--- config.mk ---
export PLATFORM = sky130hd
export DESIGN_NAME = muldiv_unit_flat
export DESIGN_NICKNAME = d
export VERILOG_FILES = /design/src/rtl/muldiv_unit_pkg.sv /design/src/rtl/muldiv_unit_if.sv /design/src/rtl/muldiv_unit_mul_pipe.sv /design/src/rtl/muldiv_unit.sv /design/src/flat_wrapper.sv
export SDC_FILE = /design/constraint.sdc
export NUM_CORES = 2
export LEC_CHECK = 0
export ABC_AREA = 1
export BUFFER_PORTS_ARGS = -buffer_cell sky130_fd_sc_hd__buf_2
export CELL_PAD_IN_SITES_DETAIL_PLACEMENT = 0
export CELL_PAD_IN_SITES_GLOBAL_PLACEMENT = 2
export CORE_ASPECT_RATIO = 1.75
export CORE_MARGIN = 10
export CORE_UTILIZATION = 40
export DETAILED_ROUTE_END_ITERATION = 10
export PLACE_DENSITY = 0.86
export SLEW_MARGIN = 25
export SYNTH_ARGS = -nofsm -noshare
export SYNTH_HDL_FRONTEND = slang
export SYNTH_HIERARCHICAL = 1
export SYNTH_SLANG_ARGS = --single-unit
export TNS_END_PERCENT = 10
--- constraint.sdc ---
create_clock -name clk -period 2.6 [get_ports clk]
set_input_delay 0.13 -clock clk [delete_from_list [all_inputs] [get_ports clk]]
set_output_delay 0.13 -clock clk [all_outputs]
set_load 0.05 [all_outputs]
--- src/rtl/muldiv_unit_pkg.sv ---
// -----------------------------------------------------------------------------
// muldiv_unit_pkg
// Shared definitions for the EX-stage multiply/divide unit:
//   - WORD          : datapath width (only 32 is supported)
//   - md_op_e       : 3-bit operation encodings (MD_MUL_W .. MD_MOD_WU)
//   - md_state_e    : 3-bit FSM state encodings (MD_IDLE .. MD_DONE)
//   - helper functions for op decoding and operand magnitude
// -----------------------------------------------------------------------------
package muldiv_unit_pkg;

  localparam int WORD = 32;

  typedef enum logic [2:0] {
    MD_MUL_W   = 3'b000,
    MD_MULH_W  = 3'b001,
    MD_MULH_WU = 3'b010,
    MD_RSVD    = 3'b011,  // reserved, executes as MD_MUL_W
    MD_DIV_W   = 3'b100,
    MD_MOD_W   = 3'b101,
    MD_DIV_WU  = 3'b110,
    MD_MOD_WU  = 3'b111
  } md_op_e;

  typedef enum logic [2:0] {
    MD_IDLE = 3'd0,
    MD_MUL  = 3'd1,
    MD_DIV  = 3'd2,
    MD_FIX  = 3'd3,
    MD_DONE = 3'd4
  } md_state_e;

  // Bit 2 of the op code separates the divide family from the multiply family.
  function automatic logic op_is_div(input logic [2:0] op);
    return op[2];
  endfunction

  // DIV_W / MOD_W are the signed divides (bit 1 clear within the divide family).
  function automatic logic op_is_signed_div(input logic [2:0] op);
    return op[2] & ~op[1];
  endfunction

  // Only MULH_WU treats its operands as unsigned; reserved 011 behaves as MUL_W.
  function automatic logic op_is_signed_mul(input logic [2:0] op);
    return (op != MD_MULH_WU);
  endfunction

  // Low half of the product is returned only for MUL_W and the reserved code.
  function automatic logic op_is_mul_lo(input logic [2:0] op);
    return (op == MD_MUL_W) || (op == MD_RSVD);
  endfunction

  // Magnitude of x when treated as signed; raw value otherwise.
  // 0x80000000 maps to itself, which is the correct unsigned magnitude.
  function automatic logic [WORD-1:0] mag(input logic [WORD-1:0] x, input logic is_signed);
    return (is_signed && x[WORD-1]) ? (~x + 1'b1) : x;
  endfunction

endpackage

--- src/rtl/muldiv_unit_if.sv ---
// -----------------------------------------------------------------------------
// muldiv_unit_if
// Request/response bundle between the EX stage (master) and muldiv_unit (slave).
//
// Handshake: the EX stage holds `start` high, with op/src_a/src_b stable, for as
// long as the instruction sits in EX. `stall` (combinational) holds the pipeline
// while the unit works. `done` is a one-cycle pulse with `result` valid in the
// same cycle; the EX instruction advances on that cycle and the next start may
// be presented from the following cycle. `flush` kills the instruction in EX at
// any time and has priority over start.
//
// Signals:
//   start  EX->unit  level request
//   op     EX->unit  operation select (md_op_e encoding)
//   src_a  EX->unit  rj operand
//   src_b  EX->unit  rk operand
//   flush  EX->unit  kill the EX instruction
//   stall  unit->EX  start & ~done & ~flush
//   busy   unit->EX  unit not idle
//   done   unit->EX  one-cycle completion pulse
//   result unit->EX  registered result, held until the next done
// -----------------------------------------------------------------------------
interface muldiv_unit_if;
  import muldiv_unit_pkg::*;

  logic            start;
  logic [2:0]      op;
  logic [WORD-1:0] src_a;
  logic [WORD-1:0] src_b;
  logic            flush;
  logic            stall;
  logic            busy;
  logic            done;
  logic [WORD-1:0] result;

  modport master (
    output start, op, src_a, src_b, flush,
    input  stall, busy, done, result
  );

  modport slave (
    input  start, op, src_a, src_b, flush,
    output stall, busy, done, result
  );

endinterface

--- src/rtl/muldiv_unit_mul_pipe.sv ---
// -----------------------------------------------------------------------------
// mul_pipe
// MUL_LATENCY-stage 32x32->64 multiplier. Operands are sign- or zero-extended
// to 64 bits at the input according to signed_i, multiplied, and pushed through
// a register chain. The first stage samples the operands directly, so the
// product of operands presented in cycle t appears on prod_o in cycle
// t+MUL_LATENCY.
//
// Ports:
//   clk       system clock
//   rst       asynchronous active-low reset
//   a_i, b_i  32-bit operands
//   signed_i  1: signed product, 0: unsigned product
//   prod_o    64-bit product from the last register stage
// -----------------------------------------------------------------------------
module mul_pipe
  import muldiv_unit_pkg::*;
#(
  parameter int MUL_LATENCY = 2
) (
  input  logic              clk,
  input  logic              rst,
  input  logic [WORD-1:0]   a_i,
  input  logic [WORD-1:0]   b_i,
  input  logic              signed_i,
  output logic [2*WORD-1:0] prod_o
);

  logic [2*WORD-1:0] a_ext;
  logic [2*WORD-1:0] b_ext;
  logic [2*WORD-1:0] prod_c;
  logic [2*WORD-1:0] stage_q [MUL_LATENCY];

  // A 64x64 product truncated to 64 bits equals the exact 32x32 product once
  // both operands are extended the right way, so one multiplier covers both.
  always_comb begin
    a_ext  = {{WORD{signed_i & a_i[WORD-1]}}, a_i};
    b_ext  = {{WORD{signed_i & b_i[WORD-1]}}, b_i};
    prod_c = a_ext * b_ext;
  end

  always_ff @(posedge clk or negedge rst) begin
    if (!rst) begin
      for (int i = 0; i < MUL_LATENCY; i++) begin
        stage_q[i] <= '0;
      end
    end else begin
      stage_q[0] <= prod_c;
      for (int i = 1; i < MUL_LATENCY; i++) begin
        stage_q[i] <= stage_q[i-1];
      end
    end
  end

  assign prod_o = stage_q[MUL_LATENCY-1];

endmodule

--- src/rtl/muldiv_unit.sv ---
// -----------------------------------------------------------------------------
// muldiv_unit
// Multi-cycle multiply/divide engine beside the EX-stage ALU. Executes MUL.W,
// MULH.W, MULH.WU, DIV.W, MOD.W, DIV.WU and MOD.WU. Multiplies use the
// pipelined mul_pipe (done at t+MUL_LATENCY+1); divides use a 32-step restoring
// divider on operand magnitudes followed by a sign fix-up (done at t+34).
//
// Ports:
//   clk          system clock
//   rst          asynchronous active-low reset
//   bus          muldiv_unit_if.slave (start/op/src_a/src_b/flush in,
//                stall/busy/done/result out)
//   dbg_state_o  current FSM state, for observation only
//
// Build option:
//   MULDIV_DIV_EARLY_OUT_EN - when defined, a divide with b = 0 or |a| < |b|
//   skips the iterative phase and goes straight to FIX (done at t+2).
// -----------------------------------------------------------------------------
module muldiv_unit
  import muldiv_unit_pkg::*;
#(
  parameter int MUL_LATENCY = 2   // 1..4
) (
  input  logic               clk,
  input  logic               rst,
  muldiv_unit_if.slave       bus,
  output md_state_e          dbg_state_o
);

  md_state_e         state_q;
  logic [2:0]        op_q;
  logic [4:0]        cnt_q;
  logic [WORD-1:0]   rem_q;
  logic [WORD-1:0]   quo_q;
  logic [WORD-1:0]   mag_b_q;
  logic              sign_q_q;
  logic              sign_r_q;
  logic              done_q;
  logic [WORD-1:0]   result_q;

  logic [2*WORD-1:0] prod;

  // Accept-time decode of the incoming request.
  logic              in_signed_div;
  logic              in_b_zero;
  logic [WORD-1:0]   in_mag_a;
  logic [WORD-1:0]   in_mag_b;

  // One restoring step and the final fix-up.
  logic [WORD:0]     shifted;
  logic              trial_ge;
  logic [WORD-1:0]   rem_d;
  logic [WORD-1:0]   quo_d;
  logic [WORD-1:0]   quo_fix;
  logic [WORD-1:0]   rem_fix;

  mul_pipe #(
    .MUL_LATENCY (MUL_LATENCY)
  ) u_mul_pipe (
    .clk      (clk),
    .rst      (rst),
    .a_i      (bus.src_a),
    .b_i      (bus.src_b),
    .signed_i (op_is_signed_mul(bus.op)),
    .prod_o   (prod)
  );

  always_comb begin
    in_signed_div = op_is_signed_div(bus.op);
    in_b_zero     = (bus.src_b == '0);
    in_mag_a      = mag(bus.src_a, in_signed_div);
    in_mag_b      = mag(bus.src_b, in_signed_div);

    // {rem, quo} shifted left one bit; the extra top bit keeps the trial
    // subtraction exact because the partial remainder can reach 2*|b|-1.
    shifted  = {rem_q, quo_q[WORD-1]};
    trial_ge = (shifted >= {1'b0, mag_b_q});
    rem_d    = trial_ge ? WORD'(shifted - {1'b0, mag_b_q}) : shifted[WORD-1:0];
    quo_d    = {quo_q[WORD-2:0], trial_ge};

    quo_fix  = sign_q_q ? (~quo_q + 1'b1) : quo_q;
    rem_fix  = sign_r_q ? (~rem_q + 1'b1) : rem_q;
  end

  always_ff @(posedge clk or negedge rst) begin
    if (!rst) begin
      state_q  <= MD_IDLE;
      op_q     <= '0;
      cnt_q    <= '0;
      rem_q    <= '0;
      quo_q    <= '0;
      mag_b_q  <= '0;
      sign_q_q <= 1'b0;
      sign_r_q <= 1'b0;
      done_q   <= 1'b0;
      result_q <= '0;
    end else begin
      done_q <= 1'b0;
      if (bus.flush) begin
        // Kill wins over everything; result keeps its previous value.
        state_q <= MD_IDLE;
      end else begin
        case (state_q)
          MD_IDLE: begin
            if (bus.start) begin
              op_q <= bus.op;
              if (op_is_div(bus.op)) begin
                mag_b_q  <= in_mag_b;
                // Divide by zero must leave the all-ones quotient untouched.
                sign_q_q <= in_signed_div & (bus.src_a[WORD-1] ^ bus.src_b[WORD-1])
                            & ~in_b_zero;
                sign_r_q <= in_signed_div & bus.src_a[WORD-1];
`ifdef MULDIV_DIV_EARLY_OUT_EN
                if (in_b_zero || (in_mag_a < in_mag_b)) begin
                  quo_q   <= in_b_zero ? '1 : '0;
                  rem_q   <= in_mag_a;
                  state_q <= MD_FIX;
                end else begin
                  quo_q   <= in_mag_a;
                  rem_q   <= '0;
                  cnt_q   <= 5'd31;
                  state_q <= MD_DIV;
                end
`else
                quo_q   <= in_mag_a;
                rem_q   <= '0;
                cnt_q   <= 5'd31;
                state_q <= MD_DIV;
`endif
              end else begin
                cnt_q   <= 5'(MUL_LATENCY - 1);
                state_q <= MD_MUL;
              end
            end
          end

          MD_MUL: begin
            if (cnt_q == '0) begin
              result_q <= op_is_mul_lo(op_q) ? prod[WORD-1:0] : prod[2*WORD-1:WORD];
              done_q   <= 1'b1;
              state_q  <= MD_DONE;
            end else begin
              cnt_q <= cnt_q - 5'd1;
            end
          end

          MD_DIV: begin
            rem_q <= rem_d;
            quo_q <= quo_d;
            if (cnt_q == '0) begin
              state_q <= MD_FIX;
            end else begin
              cnt_q <= cnt_q - 5'd1;
            end
          end

          MD_FIX: begin
            // op bit 0 distinguishes MOD (remainder) from DIV (quotient).
            result_q <= op_q[0] ? rem_fix : quo_fix;
            done_q   <= 1'b1;
            state_q  <= MD_DONE;
          end

          MD_DONE: begin
            // start still belongs to the finishing instruction here.
            state_q <= MD_IDLE;
          end

          default: state_q <= MD_IDLE;
        endcase
      end
    end
  end

  assign bus.stall   = bus.start & ~done_q & ~bus.flush;
  assign bus.busy    = (state_q != MD_IDLE);
  assign bus.done    = done_q;
  assign bus.result  = result_q;
  assign dbg_state_o = state_q;

endmodule

--- src/flat_wrapper.sv ---
// flat-port wrapper written by rule: the top's interface ports become plain ports
module muldiv_unit_flat import muldiv_unit_pkg::*;
#(
  parameter int MUL_LATENCY = 2          
)
  (clk, rst, dbg_state_o, bus_start, bus_op, bus_src_a, bus_src_b, bus_flush, bus_stall, bus_busy, bus_done, bus_result);
  muldiv_unit_if bus_i ();
  input  logic clk;
  input  logic rst;
  output md_state_e dbg_state_o;
  input wire logic [$bits(bus_i.start)-1:0] bus_start;
  input wire logic [$bits(bus_i.op)-1:0] bus_op;
  input wire logic [$bits(bus_i.src_a)-1:0] bus_src_a;
  input wire logic [$bits(bus_i.src_b)-1:0] bus_src_b;
  input wire logic [$bits(bus_i.flush)-1:0] bus_flush;
  output wire logic [$bits(bus_i.stall)-1:0] bus_stall;
  output wire logic [$bits(bus_i.busy)-1:0] bus_busy;
  output wire logic [$bits(bus_i.done)-1:0] bus_done;
  output wire logic [$bits(bus_i.result)-1:0] bus_result;
  assign bus_i.start = bus_start;
  assign bus_i.op = bus_op;
  assign bus_i.src_a = bus_src_a;
  assign bus_i.src_b = bus_src_b;
  assign bus_i.flush = bus_flush;
  assign bus_stall = bus_i.stall;
  assign bus_busy = bus_i.busy;
  assign bus_done = bus_i.done;
  assign bus_result = bus_i.result;
  muldiv_unit #(.MUL_LATENCY(MUL_LATENCY)) u_core (.clk(clk), .rst(rst), .bus(bus_i), .dbg_state_o(dbg_state_o));
endmodule
# Yosys cells after proc, flatten, opt, wreduce, memory -nomap -nowiden
# Cells that the tools add are included.
dict set report totals {
  input_bits 71
  regBits 270
  elab_cells 95
  latch_bits 0
  rom_bits 0
  out_inout_bits 38
  mem_count 0
  ramBits 0
}
dict set report classes {
  n_lt_le_gt_ge 1
  eq_ne 12
  add_sub_neg 6
  n_mux 28
  n_mul 1
  shift 0
  div_mod_pow 0
  reduce_logical 18
  bitwise_logic 17
}
# op count
set ops {}
lappend ops {{two-way mux 32 bit} 12}
lappend ops {{one-hot mux 32 bit (2 select lines)} 3}
lappend ops {{adder 32 x 1 -> 32 bit, second input constant} 4}
lappend ops {{inverter 32 bit} 4}
lappend ops {{multiplier 33 x 33 -> 64 bit} 1}
lappend ops {{>= comparator 33 x 32 -> 1 bit} 1}
lappend ops {{zero test 32 bit} 1}
lappend ops {{subtractor 32 bit} 1}
lappend ops {{two-way mux 5 bit} 3}
lappend ops {{two-way mux 3 bit} 4}
lappend ops {{one-hot mux 3 bit (4 select lines)} 1}
lappend ops {{AND reduction 4 bit} 3}
lappend ops {{one-hot mux 5 bit (2 select lines)} 1}
lappend ops {{== test 3 x 2 -> 1 bit, second input constant} 3}
lappend ops {{inequality test 3 x 2 -> 1 bit, second input constant} 3}
lappend ops {{AND reduction 3 bit} 3}
lappend ops {{bitwise AND 1 bit} 8}
lappend ops {{zero test 3 bit} 2}
lappend ops {{inequality test 2 bit, second input constant} 3}
lappend ops {{nonzero test 2 bit} 3}
lappend ops {{zero test 5 bit} 1}
lappend ops {{subtractor 5 x 1 -> 5 bit, second input constant} 1}
lappend ops {{inverter 1 bit} 4}
lappend ops {{== test 3 x 1 -> 1 bit, second input constant} 1}
lappend ops {{other kinds (10)} 12}

# Logic depth before layout (Yosys ltp)
dict set report logic_depth {
  depth_word 7
  depth_mapped 35
  depth_no_buf 34
}

# Modules after synthesis
# Netlist, hierarchy kept.
# mod instances cells_each seq_area_each_um2 area_each_um2
set modules_own_cells {}
lappend modules_own_cells {mul_pipe 1 5307 3203.1 43928.4}
lappend modules_own_cells {muldiv_unit 1 2278 3553.4 13359.1}

# Worst setup path after synthesis
# No wires, ideal clock.
dict set report synth_timing {
  path_type {input -> register}
  startpoint {input bus_op[2]}
  endpoint {register u_core/u_mul_pipe/stage_q[114] in the netlist's numbering}
  arrival_ns 7.212
  cell_stages 31
  required_time_ns 2.483
  n_path_buf 1
  setup_ns 0.117
  path_slack_ns -4.729
  cell_sequence {inv_1 -> nand3_1 -> nand2_1 -> inv_1 -> buf_2 -> nand2_1 -> inv_1 -> fa_1 -> inv_1 -> fa_1 -> inv_1 -> fa_1 -> inv_1 -> fa_1 -> inv_1 -> fa_1 -> fa_1 -> inv_1 -> fa_1 -> fa_1 -> inv_1 -> ha_1 -> nand2_1 -> nor2_1 -> inv_1 -> nor2_1 -> nand2_1 -> nor3_1 -> nand2_1 -> nand4_1 -> nand2_1}
}
dict set report synth_via {
  elab_chain_cells 3
  word_cells_on_any_way 4
  classes_between {mul (1); eq/ne (1); bitwise (2)}
}
# element line_no
set synth_rtl {}
lappend synth_rtl {{start, declared} flat_wrapper.sv:12} ;# input wire logic [$bits(bus_i.op)-1:0] bus_op;
lappend synth_rtl {{inequality test 3 x 2 -> 1 bit *} muldiv_unit_pkg.sv:44} ;# return (op != MD_MULH_WU);
lappend synth_rtl {{bitwise AND 1 bit (on tied branches)} {muldiv_unit_mul_pipe.sv:37, muldiv_unit_mul_pipe.sv:38}}
lappend synth_rtl {{multiplier 33 x 33 -> 64 bit *} muldiv_unit_mul_pipe.sv:39} ;# prod_c = a_ext * b_ext;
lappend synth_rtl {{net u_core.u_mul_pipe.prod_c[50]} muldiv_unit_mul_pipe.sv:31} ;# logic [2*WORD-1:0] prod_c;
lappend synth_rtl {{end signal, assigned by index} muldiv_unit_mul_pipe.sv:50} ;# stage_q[i] <= stage_q[i-1];
lappend synth_rtl {{end, declared} muldiv_unit_mul_pipe.sv:32} ;# logic [2*WORD-1:0] stage_q [MUL_LATENCY];
# The timed path passes the listed nets; every way through them passes the cells marked *.
# A chain may end at the register's enable or synchronous reset.

# Worst setup path after layout
dict set report layout_timing {
  startpoint {input bus_op[2]}
  endpoint {register u_core/u_mul_pipe/stage_q[111] in the netlist's numbering}
}
# The elaborated chain is that of the path after synthesis.

==> flow_metrics.env <==
export IMPL_worst_path_buf_inv=10
export IMPL_die_area_um2=159000
export IMPL_drt_wl_total_mm=226
export IMPL_core_um2=142000
export IMPL_r2r_cells=11
export IMPL_dr_total_vias=50200
export IMPL_crit_type="in -> reg"
export IMPL_gp_congestion=0.976
export IMPL_ant_nets=0
export IMPL_outcome="finished with violations"
export IMPL_ios=109
export IMPL_grt_max_degree=67
export IMPL_endpoint="u_core/u_mul_pipe/stage_q[111]"
export IMPL_max_cap_violations=0
export IMPL_yosys_warnings=6
export IMPL_grt_setup_unrepaired="yes"
export IMPL_reg2reg_to="u_core/bus.result[25]"
export IMPL_syn_inst=7585
export IMPL_crit_family="adder cells"
export IMPL_fmax_mhz=156
export IMPL_cts_buffers=28
export IMPL_drc_errors=0
export IMPL_clkTransAtPathRegs_ns=0.07
export IMPL_synthArstFlopShare_pct=100
export IMPL_cts_tree="yes"
export IMPL_drt_iter0_drc=2941
export IMPL_synth_top_area_cell="fa_1"
export IMPL_tightest_slew_ns=0.829
export IMPL_r2r_slack_ns=0.02
export IMPL_fin_crit_sh_pct=246
export IMPL_fin_area_um2=68700
export IMPL_area_growth_pct=20.0
export IMPL_fin_cells=10100
export IMPL_hold_viol_final=4
export IMPL_critical_path_max_stage_delay_ns=0.62
export IMPL_critPathMostFrequentCell="fa_1"
export IMPL_layout_min_cycle_time_ns=6.39
export IMPL_final_nets=9624
export IMPL_dp_hpwl_mm=197
export IMPL_start_kind="input port"
export IMPL_synth_top_area_share_pct=39.3
export IMPL_synth_flop_cell="dfrtp_1"
export IMPL_cts_sinks=270
export IMPL_r2r_start="u_core/rem_q[16]"
export IMPL_overflow=0
export IMPL_wl_per_cell_um=22.5
export IMPL_grt_pass1_vias=54900
export IMPL_fin_ws_ns=-3.79
export IMPL_htree_num_levels=1
export IMPL_clk_path_buf_depth=3
export IMPL_clock_latency_ns=0.66
export IMPL_track_usage_pct=28.3
export IMPL_antenna_found_initial=8
export IMPL_ys_seq_elements=270
export IMPL_synth_cell_types=54
export IMPL_cts_root_buf="clkbuf_16"
export IMPL_slew_violations=0
export IMPL_placed_area_um2=65200
export IMPL_cp_end_kind="register"
export IMPL_cp_max_fo=20
export IMPL_layout_commonest_cell="nand2_1"
export IMPL_critical_path_arrival_ns=6.96
export IMPL_synth_edff_count=0
export IMPL_place_inst=9950
export IMPL_grt_pass1_wl_mm=335
export IMPL_io_buffers=108
export IMPL_final_cell_mix="nand2_1, inv_1, fa_1, buf_4, nand3_1"
export IMPL_drive_gt1_share_pct=17.9
export IMPL_cp_startpoint="bus_op[2]"
export IMPL_crit_slowest_cell="fa_2"
export IMPL_fp_row_count=183
export IMPL_cp_required_ns=3.17
export IMPL_die_w_um=306
export IMPL_syn_area_um2=57300
export IMPL_setup_violations=59
export IMPL_avgSynthCellArea_um2=7.55
export IMPL_hold_ws_ns=-0.0122
export IMPL_start_util_pct=40.3
export IMPL_ys_seq_area_share_pct=11.8
export IMPL_syn_nets=9032
export IMPL_worstHoldPathType="in -> async"
export IMPL_synth_area_leaders="fa_1, nand2_1, inv_1, dfrtp_1, ha_1"
export IMPL_skew_ns=0.0585
export IMPL_first_pass_iters=6
export IMPL_violations="hold timing, setup timing"
export IMPL_dieHeight_um=521
export IMPL_crit_cells=29
export IMPL_vias_per_cell=5.00
export IMPL_nFillCells=14200
export IMPL_relSlewSlack_pct=44.7
[sequential cells by signal (all words and copies together), names as in the netlist]
register,count
u_core/u_mul_pipe/prod_o,64
u_core/mag_b_q,32
u_core/rem_q,32
u_core/dbg_state_o,3
u_core/u_mul_pipe/stage_q,64
u_core/sign_r_q,1
u_core/bus.result,32
u_core/quo_q,32
u_core/op_q,3
u_core/sign_q_q,1
u_core/bus.done,1
u_core/cnt_q,5
[synthesized netlist by cell type (5+ instances only)]
master,number
xnor2_1,22
a21oi_1,170
nor2_4,6
nand2_1,2118
o21ai_1,42
o21ai_0,166
a21oi_2,5
nand2_4,5
nand4_1,55
a21o_1,5
dfrtp_1,270
nand3_1,403
o21bai_1,20
buf_4,69
o211ai_1,12
nand3_2,10
inv_1,1932
nand2_2,18
or2_2,9
inv_2,11
nor2_2,22
nor2_1,369
buf_1,7
ha_1,250
xor2_1,68
clkbuf_1,288
nand3b_1,9
fa_1,1126
buf_2,35
nor3_1,21
[logic make-up (layout without fill, tap and decap cells)]
logic type                 after synthesis  after routing  share of synthesized area, %
DFF                                    270            270                          11.8
and+or+nand+nor                       3062           3062                          21.9
muxes                                    1              1                        0.0175
adders and majority gates             1376           1376                          44.8
buffers and inverters                 2346           2959                          15.9
other                                    0              3                             0
AOI/OAI and AO/OA                      440            440                          4.17
xor gates and xnor gates                90             90                          1.38
[per-layer routing]
layer / GRT usage (%) / wire length, um
met1: 25.7 / 69800
met2: 55.3 / 126000
met3: 2.24 / 6650
met4: 24.4 / 23600
met5: 0 / 18
[timing repair]
| action | 4_1_cts | 5_1_grt |
|---|---|---|
| gates cloned | 2 | 0 |
| endpoints found under the setup margin | 93 | 114 |
| gates resized for setup | 338 | 190 |
| setup buffers | 18 | 19 |
| endpoints found under the hold margin | 249 | 0 |
| pin swaps | 81 | 84 |
| hold buffers | 8 | 0 |
[area by class of cell]
| type | count | area, um^2 | area share [%] |
|---|---|---|---|
| Inverter | 1947 | 7350 | 10.7 |
| Timing Repair Buffer | 961 | 8000 | 11.6 |
| Sequential cell | 270 | 6760 | 9.84 |
| Clock buffer | 35 | 747 | 1.09 |
| Multi-Input combinational cell | 4969 | 43300 | 62.9 |
| Antenna cell | 3 | 7.51 | 0.0109 |
| Clock inverter | 16 | 299 | 0.435 |
| Tap cell | 1850 | 2310 | 3.37 |
[worst min path at each step]
stage	to	slack (ns)	depth (start not counted)
6_report	u_core/cnt_q[3]	-0.01	2
5_1_grt	u_core/cnt_q[3]	0.03	2
4_1_cts	u_core/cnt_q[3]	0.002	2
3_5_place_dp	u_core/cnt_q[3]	0.13	1
3_3_place_gp	u_core/cnt_q[3]	0.13	1
2_1_floorplan	u_core/bus.done	-0.17	0
[stage by stage]
step	worst slack, ns	util, %	TNS, ns
5_1_grt	-4.03	48.3	-201.34
3_5_place_dp	-4.84	45.9	-255.77
6_report	-3.79	48.4	-189.96
2_1_floorplan	-4.10	-	-199.28
3_3_place_gp	-4.81	45.9	-253.70
4_1_cts	-3.79	47.7	-189.96
Power is not shown: default switching activity piles up to over one toggle a cycle in this logic, so the estimate is an artifact.
